$ cat config.mk
export PLATFORM = sky130hd
export DESIGN_NAME = cdb_arbiter
export DESIGN_NICKNAME = d
export VERILOG_FILES = /design/src/rtl/cdb_arbiter.sv
export SDC_FILE = /design/constraint.sdc
export NUM_CORES = 1
export LEC_CHECK = 0
export ABC_AREA = 1
export CAP_MARGIN = 20
export CORE_ASPECT_RATIO = 2
export CORE_MARGIN = 8
export CORE_UTILIZATION = 30
export DETAILED_ROUTE_END_ITERATION = 10
export GPL_TIMING_DRIVEN = 0
export PLACE_DENSITY = 0.53
export SLEW_MARGIN = 0
export SYNTH_ARGS = -nofsm -noshare
export SYNTH_HDL_FRONTEND = slang
export SYNTH_SLANG_ARGS = --single-unit
$ cat constraint.sdc
create_clock -name clock -period 18.35 [get_ports clock]
set_input_delay 4.5875 -clock clock [delete_from_list [all_inputs] [get_ports clock]]
set_output_delay 4.5875 -clock clock [all_outputs]
set_load 0.05 [all_outputs]
$ cat src/rtl/cdb_arbiter.sv
// Result-bus arbiter: per-source result FIFOs drained onto CDB_WIDTH broadcast slots, round-robin.
// Optional feature: define CDB_BYPASS_EN to let a pushed entry bypass an empty FIFO in the same cycle.
module cdb_arbiter #(
  parameter int NUM_SRC    = 4,
  parameter int CDB_WIDTH  = 2,
  parameter int FIFO_DEPTH = 2,
  parameter int PHY_W      = 6,
  parameter int ROB_W      = 5,
  parameter int DATA_W     = 32
) (
  input  logic                          clock,
  input  logic                          reset,
  input  logic                          flush,
  input  logic [NUM_SRC-1:0]            src_valid,
  output logic [NUM_SRC-1:0]            src_ready,
  input  logic [NUM_SRC*PHY_W-1:0]      src_dst,
  input  logic [NUM_SRC*ROB_W-1:0]      src_rob_idx,
  input  logic [NUM_SRC*DATA_W-1:0]     src_data,
  output logic [CDB_WIDTH-1:0]          cdb_valid,
  output logic [CDB_WIDTH*PHY_W-1:0]    cdb_dst,
  output logic [CDB_WIDTH*ROB_W-1:0]    cdb_rob_idx,
  output logic [CDB_WIDTH*DATA_W-1:0]   cdb_data
);

  localparam int PTR_W  = (FIFO_DEPTH > 1) ? $clog2(FIFO_DEPTH) : 1;
  localparam int CNT_W  = PTR_W + 1;
  localparam int RR_W   = (NUM_SRC > 1) ? $clog2(NUM_SRC) : 1;
  localparam int SLOT_W = $clog2(CDB_WIDTH + 1);
  localparam int SIDX_W = (CDB_WIDTH > 1) ? $clog2(CDB_WIDTH) : 1;
  localparam int ENT_W  = PHY_W + ROB_W + DATA_W;

  logic [ENT_W-1:0] mem      [NUM_SRC][FIFO_DEPTH];
  logic [PTR_W-1:0] rd_ptr   [NUM_SRC];
  logic [PTR_W-1:0] wr_ptr   [NUM_SRC];
  logic [CNT_W-1:0] count    [NUM_SRC];
  logic [RR_W-1:0]  rr_ptr;

  logic [ENT_W-1:0] incoming [NUM_SRC];
  logic [ENT_W-1:0] head     [NUM_SRC];
  logic [ENT_W-1:0] slot_ent [CDB_WIDTH];
  logic [CDB_WIDTH-1:0] slot_vld;
  logic [NUM_SRC-1:0] empty, push, cand, grant, pop, wr_en;
  logic               any_grant;
  logic [RR_W-1:0]    rr_next;
  logic [RR_W:0]      scan_pos;
  logic [RR_W-1:0]    scan_idx;
  logic [SLOT_W-1:0]  n_slot;

  // src_ready looks only at registered count, keeping grant off the ready path.
  always_comb begin
    for (int s = 0; s < NUM_SRC; s++) begin
      incoming[s]  = {src_dst[s*PHY_W +: PHY_W], src_rob_idx[s*ROB_W +: ROB_W],
                      src_data[s*DATA_W +: DATA_W]};
      src_ready[s] = (count[s] != CNT_W'(FIFO_DEPTH));
      empty[s]     = (count[s] == '0);
      push[s]      = src_valid[s] & src_ready[s] & ~flush;
`ifdef CDB_BYPASS_EN
      cand[s]      = (~empty[s] | push[s]) & ~flush & ~reset;
      head[s]      = empty[s] ? incoming[s] : mem[s][rd_ptr[s]];
`else
      cand[s]      = ~empty[s] & ~flush & ~reset;
      head[s]      = mem[s][rd_ptr[s]];
`endif
    end
  end

  // NOTE: every variable gets a default before the scan so no path leaves one unassigned (no latch).
  always_comb begin
    grant     = '0;
    slot_vld  = '0;
    any_grant = 1'b0;
    rr_next   = rr_ptr;
    n_slot    = '0;
    scan_pos  = '0;
    scan_idx  = '0;
    for (int k = 0; k < CDB_WIDTH; k++) slot_ent[k] = '0;
    for (int i = 0; i < NUM_SRC; i++) begin
      scan_pos = {1'b0, rr_ptr} + (RR_W+1)'(i);
      if (scan_pos >= (RR_W+1)'(NUM_SRC)) scan_pos = scan_pos - (RR_W+1)'(NUM_SRC);
      scan_idx = scan_pos[RR_W-1:0];
      if (cand[scan_idx] && (n_slot < SLOT_W'(CDB_WIDTH))) begin
        grant[scan_idx]              = 1'b1;
        slot_vld[n_slot[SIDX_W-1:0]] = 1'b1;
        slot_ent[n_slot[SIDX_W-1:0]] = head[scan_idx];
        n_slot                       = n_slot + 1'b1;
        any_grant                    = 1'b1;
        rr_next = (scan_idx == RR_W'(NUM_SRC - 1)) ? '0 : scan_idx + 1'b1;
      end
    end
  end

  // A granted empty FIFO can only mean a bypassed entry: it is neither popped nor written.
  always_comb begin
    for (int s = 0; s < NUM_SRC; s++) begin
      pop[s]   = grant[s] & ~empty[s];
      wr_en[s] = push[s] & ~reset & ~(grant[s] & empty[s]);
    end
  end

  always_comb begin
    for (int k = 0; k < CDB_WIDTH; k++) begin
      cdb_valid[k] = slot_vld[k];
      {cdb_dst[k*PHY_W +: PHY_W], cdb_rob_idx[k*ROB_W +: ROB_W],
       cdb_data[k*DATA_W +: DATA_W]} = slot_ent[k];
    end
  end

  // NOTE: sequential state uses non-blocking assignments so every register samples pre-edge values.
  always_ff @(posedge clock) begin
    if (reset || flush) begin
      for (int s = 0; s < NUM_SRC; s++) begin
        count[s]  <= '0;
        rd_ptr[s] <= '0;
        wr_ptr[s] <= '0;
      end
      rr_ptr <= '0;
    end else begin
      for (int s = 0; s < NUM_SRC; s++) begin
        if (wr_en[s]) wr_ptr[s] <= wr_ptr[s] + 1'b1;
        if (pop[s])   rd_ptr[s] <= rd_ptr[s] + 1'b1;
        count[s] <= count[s] + CNT_W'(wr_en[s]) - CNT_W'(pop[s]);
      end
      if (any_grant) rr_ptr <= rr_next;
    end
  end

  // NOTE: FIFO storage is not reset; count gates every read, so stale contents are never visible.
  always_ff @(posedge clock) begin
    for (int s = 0; s < NUM_SRC; s++) begin
      if (wr_en[s]) mem[s][wr_ptr[s]] <= incoming[s];
    end
  end

endmodule

Word level (Yosys, flattened, before mapping) --
Memories as Yosys holds them, arrays and structs flattened. Cells that the tools add are included.
Storage, ports and cells: flip-flop bits (word level) 2, memory bits (writable) 360, input port bits 179, output and inout bits 92, word-level logic and storage cells 320, memories kept 4
Memories:
- mem | depth 4, width 86, rd ports 4, clocked after Yosys merged registers in 0, write ports 4, line 32 | logic [ENT_W-1:0] mem [NUM_SRC][FIFO_DEPTH];
- count | depth 4, width 2, rd ports 4, clocked after Yosys merged registers in 0, write ports 4, line 35 | logic [CNT_W-1:0] count [NUM_SRC];
- rd_ptr | depth 4, width 1, rd ports 4, clocked after Yosys merged registers in 0, write ports 4, line 33 | logic [PTR_W-1:0] rd_ptr [NUM_SRC];
- wr_ptr | depth 4, width 1, rd ports 4, clocked after Yosys merged registers in 0, write ports 4, line 34 | logic [PTR_W-1:0] wr_ptr [NUM_SRC];
Cells by class: $add $sub $neg 29, magnitude comparators 43, equal/unequal tests 8, multiplexer cells 136, bitwise gates (word level) 75, reductions and logical operators 24
Operator list (number):
- $mux W43 | 28
- $mux W86 | 7
- $bmux W43 S2 | 4
- $demux W43 S1 | 7
- $bwmux W86 | 3
- $mux W1 | 51
- $mux W2 | 21
- $and A1 B1 Y1 | 32
- $ge A2 B2 Y1 const B | 11
- $not A1 Y2 | 11
- $ge A3 B3 Y1 const B | 7
- $logic_and A1 B1 Y1 | 17
- $mux W4 | 4
- $lt A2 B1 Y1 const B | 7
- $add A2 B1 Y2 const B | 6
- $lt A2 B3 Y1 const B | 4
- $not A2 Y3 | 4
- $or A1 B1 Y1 | 12
- $or A4 B4 Y4 | 3
- $not A1 Y1 | 10
- $add A1 B1 Y1 const B | 8
- $add A2 B1 Y2 | 4
- $bmux W1 S2 | 4
- $demux W1 S2 | 4
- other kinds (18) | 46

Logic depth before layout (Yosys ltp) --
Gate-level depths: netlist of the first run. An unclocked memory read counts as a cell.
word-level depth 24, gate-level depth with buffers 24, gate-level depth less buffers 21

Least setup slack after synthesis of the first run --
No wires, ideal clock.
path kind input port to output port, from input port reset, to output port cdb_data[34], arrival time 7.979 ns, required time 13.762 ns, slack 5.783 ns, stages on the path 14, buffers on the path 2, path through nor2_4 nand3_1 nand3_1 nand2_1 inv_2 buf_1 ha_1 clkinv_1 nand4_2 nand3_4 nor2_4 inv_2 clkbuf_1 o21ai_0
On the way: longest elaborated chain between the ends 18, elaborated cells between the ends (all ways) 48, those cells by class 2 x add/sub; 9 x order compare; 23 x mux; 8 x bitwise; 6 x reduce/logical
Ends and longest elaborated chain:
- start, declared | line 12 | input logic reset,
- $not A1 Y1 (*) | line 61 | cand[s] = ~empty[s] & ~flush & ~reset;
- $and A1 B1 Y1 | line 61
- $bmux W1 S2 | line 81 | if (cand[scan_idx] && (n_slot < SLOT_W'(CDB_WIDTH))) begin
- $mux W1 (implied by the code) | line 81
- $mux W1 | line 81
- $lt A2 B2 Y1 | line 81
- $logic_and A1 B1 Y1 | line 81
- $mux W2 | line 81
- (+2 left out)
- $mux W2 | line 81
- $not A1 Y2 (implied by the code) | line 84 | slot_ent[n_slot[SIDX_W-1:0]] = head[scan_idx];
- $ge A2 B2 Y1 (implied by the code) / $lt A2 B1 Y1 (equally long branches) | line 84
- $logic_and A1 B1 Y1 (implied by the code) | line 84
- $mux W43 (implied by the code) | line 84
- $demux W43 S1 | line 84
- $bwmux W86 | line 84
- $mux W86 (*) | line 81
- end, declared | line 22 | output logic [CDB_WIDTH*DATA_W-1:0] cdb_data
Every way passes the cells marked *; elsewhere a longest branch is shown, timed or not. The select of a mux whose other input is x is not followed.

Worst setup path in the final report of the first run --
Same ends and word-level chain as after synthesis.

==> results.md, run 1 <==
- TritonCTS clock tree: built
- Root Driver: clkbuf_16
- Most instantiated cells after synthesis: nand2_1, edfxtp_1, o21ai_0
- Cell row count: around 130
- Worst IR drop on VDD: 65.81 uV
- Largest net degree at the start of global routing: 33
- Met1 Use GR: between 20% and 30%
- Iteration-0 DRC count of the detailed router: between 1500 and 2000
- Worst Setup SP: reset
- PortBufs: 270
- Setup violations, final: 0
- DP Area: ~24000 sq um
- Internal power: approximately 1600 uW
- Leakage: roughly 0.0096 uW
- Crit. End Element: output port
- Clock share of power: between 20 and 30%
- Post-Synthesis Cells: roughly 2400
- Drt first pass iters: 5
- Die width: 198.1 um
- Count leader, synth: nand2_1
- Fin nets: roughly 2900
- EDFF count, synth: between 300 and 400
- PD cells: 106.7 nW/um^2
- Clock Sinks: ~360
- Tot GR Track Use: between 20% and 30%
- Vias in the first global route: between 15000 and 20000
- Grt ovf: 0
- Num CTS Buffers: 35
- RSZ-0062 raised after global routing: false
- Critical Path Start Type: input port
- Sequential share of power: 35.3%
- Sequential-to-total area share from yosys stat: 54.11%
- Met2 Use GR: a little over two fifths
- Fin crit share: slightly above 80%
- Setup Skew: 0.01590 ns
- Slew HR: slightly below 30%
- CP required: 13.76 ns
- Resize count post-CTS: 0
- Hold Path Origin: count[3][1]
- Synth area leaders: edfxtp_1, nand2_1, o21ai_0
- Number of setup buffers added after CTS: 0
- Clock buffer depth: 3
- Result of the run: finished, final reports clean
- Post-synth ARST share: 0%
- Class of the most critical setup path: input port to output port
- Layer with the highest usage: met2
- Mapped Avg Cell Area: 8.438 sq um
- I/O Pins: 271
- Core ar.: approximately 66000 sq um
- Maximum capacitance violations: 0
- Initial antenna violation count: 2
- Slew Limit Fails: 0
- Gate power share: between 30 and 40%
- Final GP Congestion: 0.9893
- H-tree depth: 2
- Die H: 380.3 um
- Synth Flop Type: edfxtp_1
- Final instance area: approximately 25000 sq um
- Share of layout cells above drive strength 1: under 10%
- Routed WL: about 95 mm
- Synth warn: 0
- Skew-Pair Late Insertion Delay: about 0.55 ns
- Final TNS setup: 0 ns
- Post-synth top area cell: edfxtp_1
- Synthesized area: between 15000 and 20000 sq um
- Vias: 18620
- Starting Density: 30.28%
- Maximum fanout along the worst path: 10
- Avg Vias per Cell: around 5.2
- Yosys top cell area share: 53.11%
- #FFs+latches synth: roughly 360
- Min-delay worst type: flip-flop to flip-flop
- Dpl hpwl: 75.61 mm
- Drc violations: 0
- Actual slew at the worst max-slew pin: 1.066 ns
- Final ANT Viol Nets: 0
- N_diodes: 0
- DR WL/cell: 26.46 um
- Hold Vio Cnt, Final: 0
- First-pass GRT wire length: 132.6 mm
- Distinct cells, synth: 39
- Worst-path clk slew: approximately 0.070 ns
- Layout area overhead: 25.84%
- Max Fclk: 0.06568 GHz
- Final min period: between 15 and 20 ns
- Sw Ratio: 39.76%
- Sw power: between 1000 and 1500 uW
- Die area: approximately 75000 sq um
- Syn nets: about 2600
- Worst EP arrival: between 10 and 15 ns
- Met3 usage: under 10%
- CTS hold repair buffers: 0
- Worst R2R Start: rr_ptr[1]
[cell families (layout without fill, tap and decap cells)]
logic type | after synthesis | count (layout) | synth area share, %
XOR/XNOR | 5 | 5 | 0.2201
AND/OR/NAND/NOR | 1186 | 1186 | 24.47
adder cells (fa/ha/maj) | 15 | 15 | 0.9429
flip-flops | 362 | 362 | 54.11
multiplexers | 4 | 4 | 0.2012
AO/OA/AOI/OAI | 515 | 515 | 14.45
buffers and inverters | 272 | 612 | 5.601
[sequential cells by signal, summed over array words and instances, names as in the netlist]
| name | flops |
|---|---|
| rr_ptr | 2 |
| mem | 344 |
| rd_ptr | 4 |
| wr_ptr | 4 |
| count | 8 |
[through the flow]
step / cells / setup slack [ns] / hold WS [ns] / utilization (%) / total power (uW)
after floorplan: 2359 / 5.783 / 0.4228 / - / 1526
after global placement: 3506 / 3.193 / 0.4383 / 36.06 / 1948
after detailed placement: 3515 / 3.173 / 0.4645 / 36.41 / 1954
after CTS: 3576 / 3.149 / 0.4749 / 38.11 / 2684
after global routing: 3576 / 2.939 / 0.5062 / 38.11 / 2775
final: 3576 / 3.124 / 0.4799 / 38.11 / 2671
[placed cells by master (no fill, tap or decap), types with 67 or more instances in the layout]
cell	count
clkbuf_1	96
clkdlybuf4s50_1	270
edfxtp_1	352
inv_1	96
nand2_1	888
nand3_1	158
nor2_1	69
o211ai_1	67
o21ai_0	314
o21ai_1	76
[metal layers]
metal / wire [um] / share of wire (%)
met2: 46770 / 49
met4: 5339 / 5.6
met1: 36890 / 39
met5: 15 / 0.016
met3: 5617 / 5.9
[path summary, 6_finish.rpt]
| path | to | slack (ns) | depth (start not counted) |
|---|---|---|---|
| worst max-delay path | cdb_data[34] | 3.12 | 18 |
| worst min-delay path | count[3][1] | 0.48 | 1 |
| worst max register to register | count[3][1] | 11.85 | 22 |
| worst min register to register | count[3][1] | 0.48 | 1 |
[worst max-delay path, stage by stage]
cell and delay (ns):
clkdlybuf4s50_1 0.47, nor2_4 0.25, nand3_1 0.16, nand3_1 0.12, nand2_1 0.39, inv_2 0.32
buf_1 0.67, ha_1 0.28, clkinv_1 0.34, nand3_4 0.27, nor2_8 0.08, inv_2 0.18
nand2_2 0.11, nor2_4 0.26, inv_2 0.11, clkbuf_1 0.44, o21ai_0 0.62, clkdlybuf4s50_1 0.93
[area by class of cell]
cell class / count / area (sq um)
plain buffers: 161 / 698.2
clock buffers: 40 / 915.9
inverters: 111 / 416.7
flip-flops and latches: 362 / 10770
well taps: 877 / 1097
clock inverters: 21 / 200.2
fillers: 6728 / 40680
repair buffers: 279 / 2870
multi-input cells: 1725 / 8079
[power groups by stage]
stage / logic [uW] / clock network [uW] / registers (uW)
floorplan: 566 / 0 / 960
global placement: 985 / 0 / 963
detailed placement: 993 / 0 / 961
CTS: 997 / 745 / 943
global route: 1060 / 768 / 944
finish: 1000 / 724 / 943
(Power assumes the default switching activity.)
==> inputs of run 2 (changes only) <==
clock period = 14.9 ns   (was 18.35 ns; I/O delays follow)
==> results of run 2 <==
Same layout as run 1 (identical final DEF). Status: finished, final reports clean.
Main changes from that run: setup slack after placement 3.173 ns -> 1.448 ns; setup slack after layout 3.124 ns -> 1.399 ns; register-to-register setup slack 11.85 ns -> 8.40 ns; total power 2671 uW -> 3290 uW; worst IR drop on VDD 65.81 uV -> 81.04 uV
==> inputs of run 3 (changes only) <==
CORE_MARGIN = 2   (was 8)
clock period = 15 ns   (was 14.9 ns; I/O delays follow)
==> run 3 against run 2 <==
Critical path depth did not move. Die area fell by 9.0%. Clock skew grew 0.0040 ns. Sequential share of layout area hardly changed. Sequential cell count did not move. Worst setup slack better by 0.044 ns. Wire length is 4.9% lower. Worst hold slack got worse by 0.00064 ns. Largest cell class unchanged. Largest power group unchanged. Highest routed layer unchanged.
==> results.md, run 3 (same netlist as run 1, synthesis figures left out) <==
- Result of the run: finished, final reports clean
- DR WL/cell: approximately 25 um
- Top Layer Used: met5
- PortBufs: between 200 and 300
- Die width: about 190 um
- Min-delay worst type: flip-flop to flip-flop
- Crit-path slowest cell: clkdlybuf4s50_1
- Starting Density: 30.28%
- Hold Crit Depth: 1
- Most frequent cells in the layout: nand2_1, edfxtp_1, o21ai_0, clkdlybuf4s50_1, nand3_1
- Area occupied by multi-input gates: just over 8000 sq um
- Internal power: ~2000 uW
- Clock Sinks: roughly 360
- Met2 routed WL: 44.98 mm
- Final min period: approximately 14 ns
- Worst IR drop on VDD: 103.7 uV
- Slew HR: 29.17%
- Share of layout cells above drive strength 1: around 5.9%
- Fin nets: about 2900
- Hold Slack: between 0.4 and 0.5 ns
- Crit. End Element: output port
- Final GP Congestion: between 1 and 1.5
- Cell row count: ~130
- Number of setup buffers added after CTS: 0
- R2R depth: 22
- Num CTS Buffers: 35
- Maximum capacitance violations: 0
- CP required: between 10 and 15 ns
- Fin crit share: 90.38%
- Worst R2R Start: rr_ptr[1]
- First-pass GRT wire length: between 100 and 150 mm
- Die H: ~370 um
- Clock buffer depth: 3
- Met1 WL: 34.52 mm
- Tot GR Track Use: about a quarter
- RSZ-0062 raised after global routing: false
- WL met3: 5.556 mm
- Skew-Pair Late Insertion Delay: 0.56 ns
- Final ANT Viol Nets: 0
- Root Driver: clkbuf_16
- Routed WL: roughly 90 mm
- DP Area: 23930 sq um
- Critical Path Start Type: input port
- Core ar.: about 66000 sq um
- Leakage: 0.009588 uW
- Register Area: ~11000 sq um
- Max incr delay on CP: around 0.93 ns
- Sequential share of power: about a third
- Top cell by count, worst path: inv_2
- Iteration-0 DRC count of the detailed router: 1748
- Drc violations: 0
- Hold Path Origin: count[3][1]
- Hold Vio Cnt, Final: 0
- PD cells: between 100 and 150 nW/um^2
- Vias: between 15000 and 20000
- Worst reg2reg path endpoint: count[3][1]
- Grt ovf: 0
- Layout area overhead: 25.91%
- Setup Skew: 0.01989 ns
- Die area: 68550 sq um
- TritonCTS clock tree: built
- CTS hold repair buffers: 0
- Sw power: roughly 1300 uW
- Util after Layout: 38.13%
- Vias in the first global route: 18350
- Initial antenna violation count: 1
- Actual slew at the worst max-slew pin: between 1 and 1.5 ns
- Placed cell count: 3515
- Avg Vias per Cell: a little over 5
- Post-Layout Cell Count: roughly 3600
- Setup violations, final: 0
- Final TNS setup: 0 ns
- Commonest non-fill, non-tap cell in the layout: nand2_1
- Sw Ratio: between 30 and 40%
- Max Fclk: 0.07376 GHz
- Maximum fanout along the worst path: 10
- Clock share of power: 27.4%
- Resize count post-CTS: 0
- Drt first pass iters: 8
- Crit-path cells: clkdlybuf4s50_1, nor2_4, nand3_1, nand3_1, nand2_1, inv_2, buf_1, ha_1, clkinv_1, nand3_4, nor2_8, inv_2, nand2_2, nor2_4, inv_2, clkbuf_1, o21ai_0, clkdlybuf4s50_1
- H-tree depth: 2
- Largest net degree at the start of global routing: 33
- Flop-to-flop setup slack: just under 9 ns
- Final instance area: ~25000 sq um
- I/O Pins: approximately 270
- Gate power share: 37.3%
- Worst EP arrival: about 9.8 ns
- Worst-path clk slew: about 0.070 ns
- Max FFs per register: 344
- Fill count: approximately 6700
- Slew Limit Fails: 0
- Class of the most critical setup path: input port to output port
- Dpl hpwl: about 72 mm
- Hold Path Sink: count[3][1]
## run 3: cell type report
type | count | share of cell area (%)
buffer | 161 | 2.786
multi-input combinational | 1725 | 32.24
tap | 877 | 4.378
timing repair buffer | 279 | 11.45
sequential | 362 | 42.98
clock inverter | 16 | 0.7539
antenna | 1 | 0.009985
clock buffer | 46 | 3.744
inverter | 111 | 1.663
## run 3: critical path, delay by kind of cell
family                     cells  cell delay [ns]
and+or+nand+nor                8             1.69
buffers and inverters          8             3.37
adders and majority gates      1             0.28
AOI/OAI and AO/OA              1             0.67
## run 3: how the worst max path moves through the flow
stage                      from           end  slack [ns]  cells past startpoint
after detailed placement  flush  cdb_data[34]        1.60                     20
after global placement    flush  cdb_data[34]        1.63                     20
after global routing      flush  cdb_data[34]        1.35                     20
after floorplan           reset  cdb_data[34]        4.11                     14
after CTS                 flush  cdb_data[34]        1.58                     20
final                     reset  cdb_data[34]        1.44                     18
## run 3: power by group through the flow
stage	registers [uW]	logic, uW	clock network (uW)
floorplan	1170	693	0
global placement	1180	1190	0
detailed placement	1180	1200	0
CTS	1150	1210	915
global route	1160	1290	951
finish	1150	1220	893
## run 3: stage by stage
| stage | power, uW | setup WS (ns) |
|---|---|---|
| 3_5_place_dp | 2375 | 1.602 |
| 4_1_cts | 3274 | 1.580 |
| 3_3_place_gp | 2369 | 1.629 |
| 5_1_grt | 3397 | 1.350 |
| 2_1_floorplan | 1867 | 4.108 |
| 6_report | 3265 | 1.443 |
## run 3: routing by layer
| layer | up-vias | track usage, % |
|---|---|---|
| met3 | 195 | 3.412 |
| met2 | 872 | 45.97 |
| met4 | 2 | 13.10 |
| met5 | - | 0 |
| li1 | 8682 | - |
| met1 | 8800 | 31.04 |
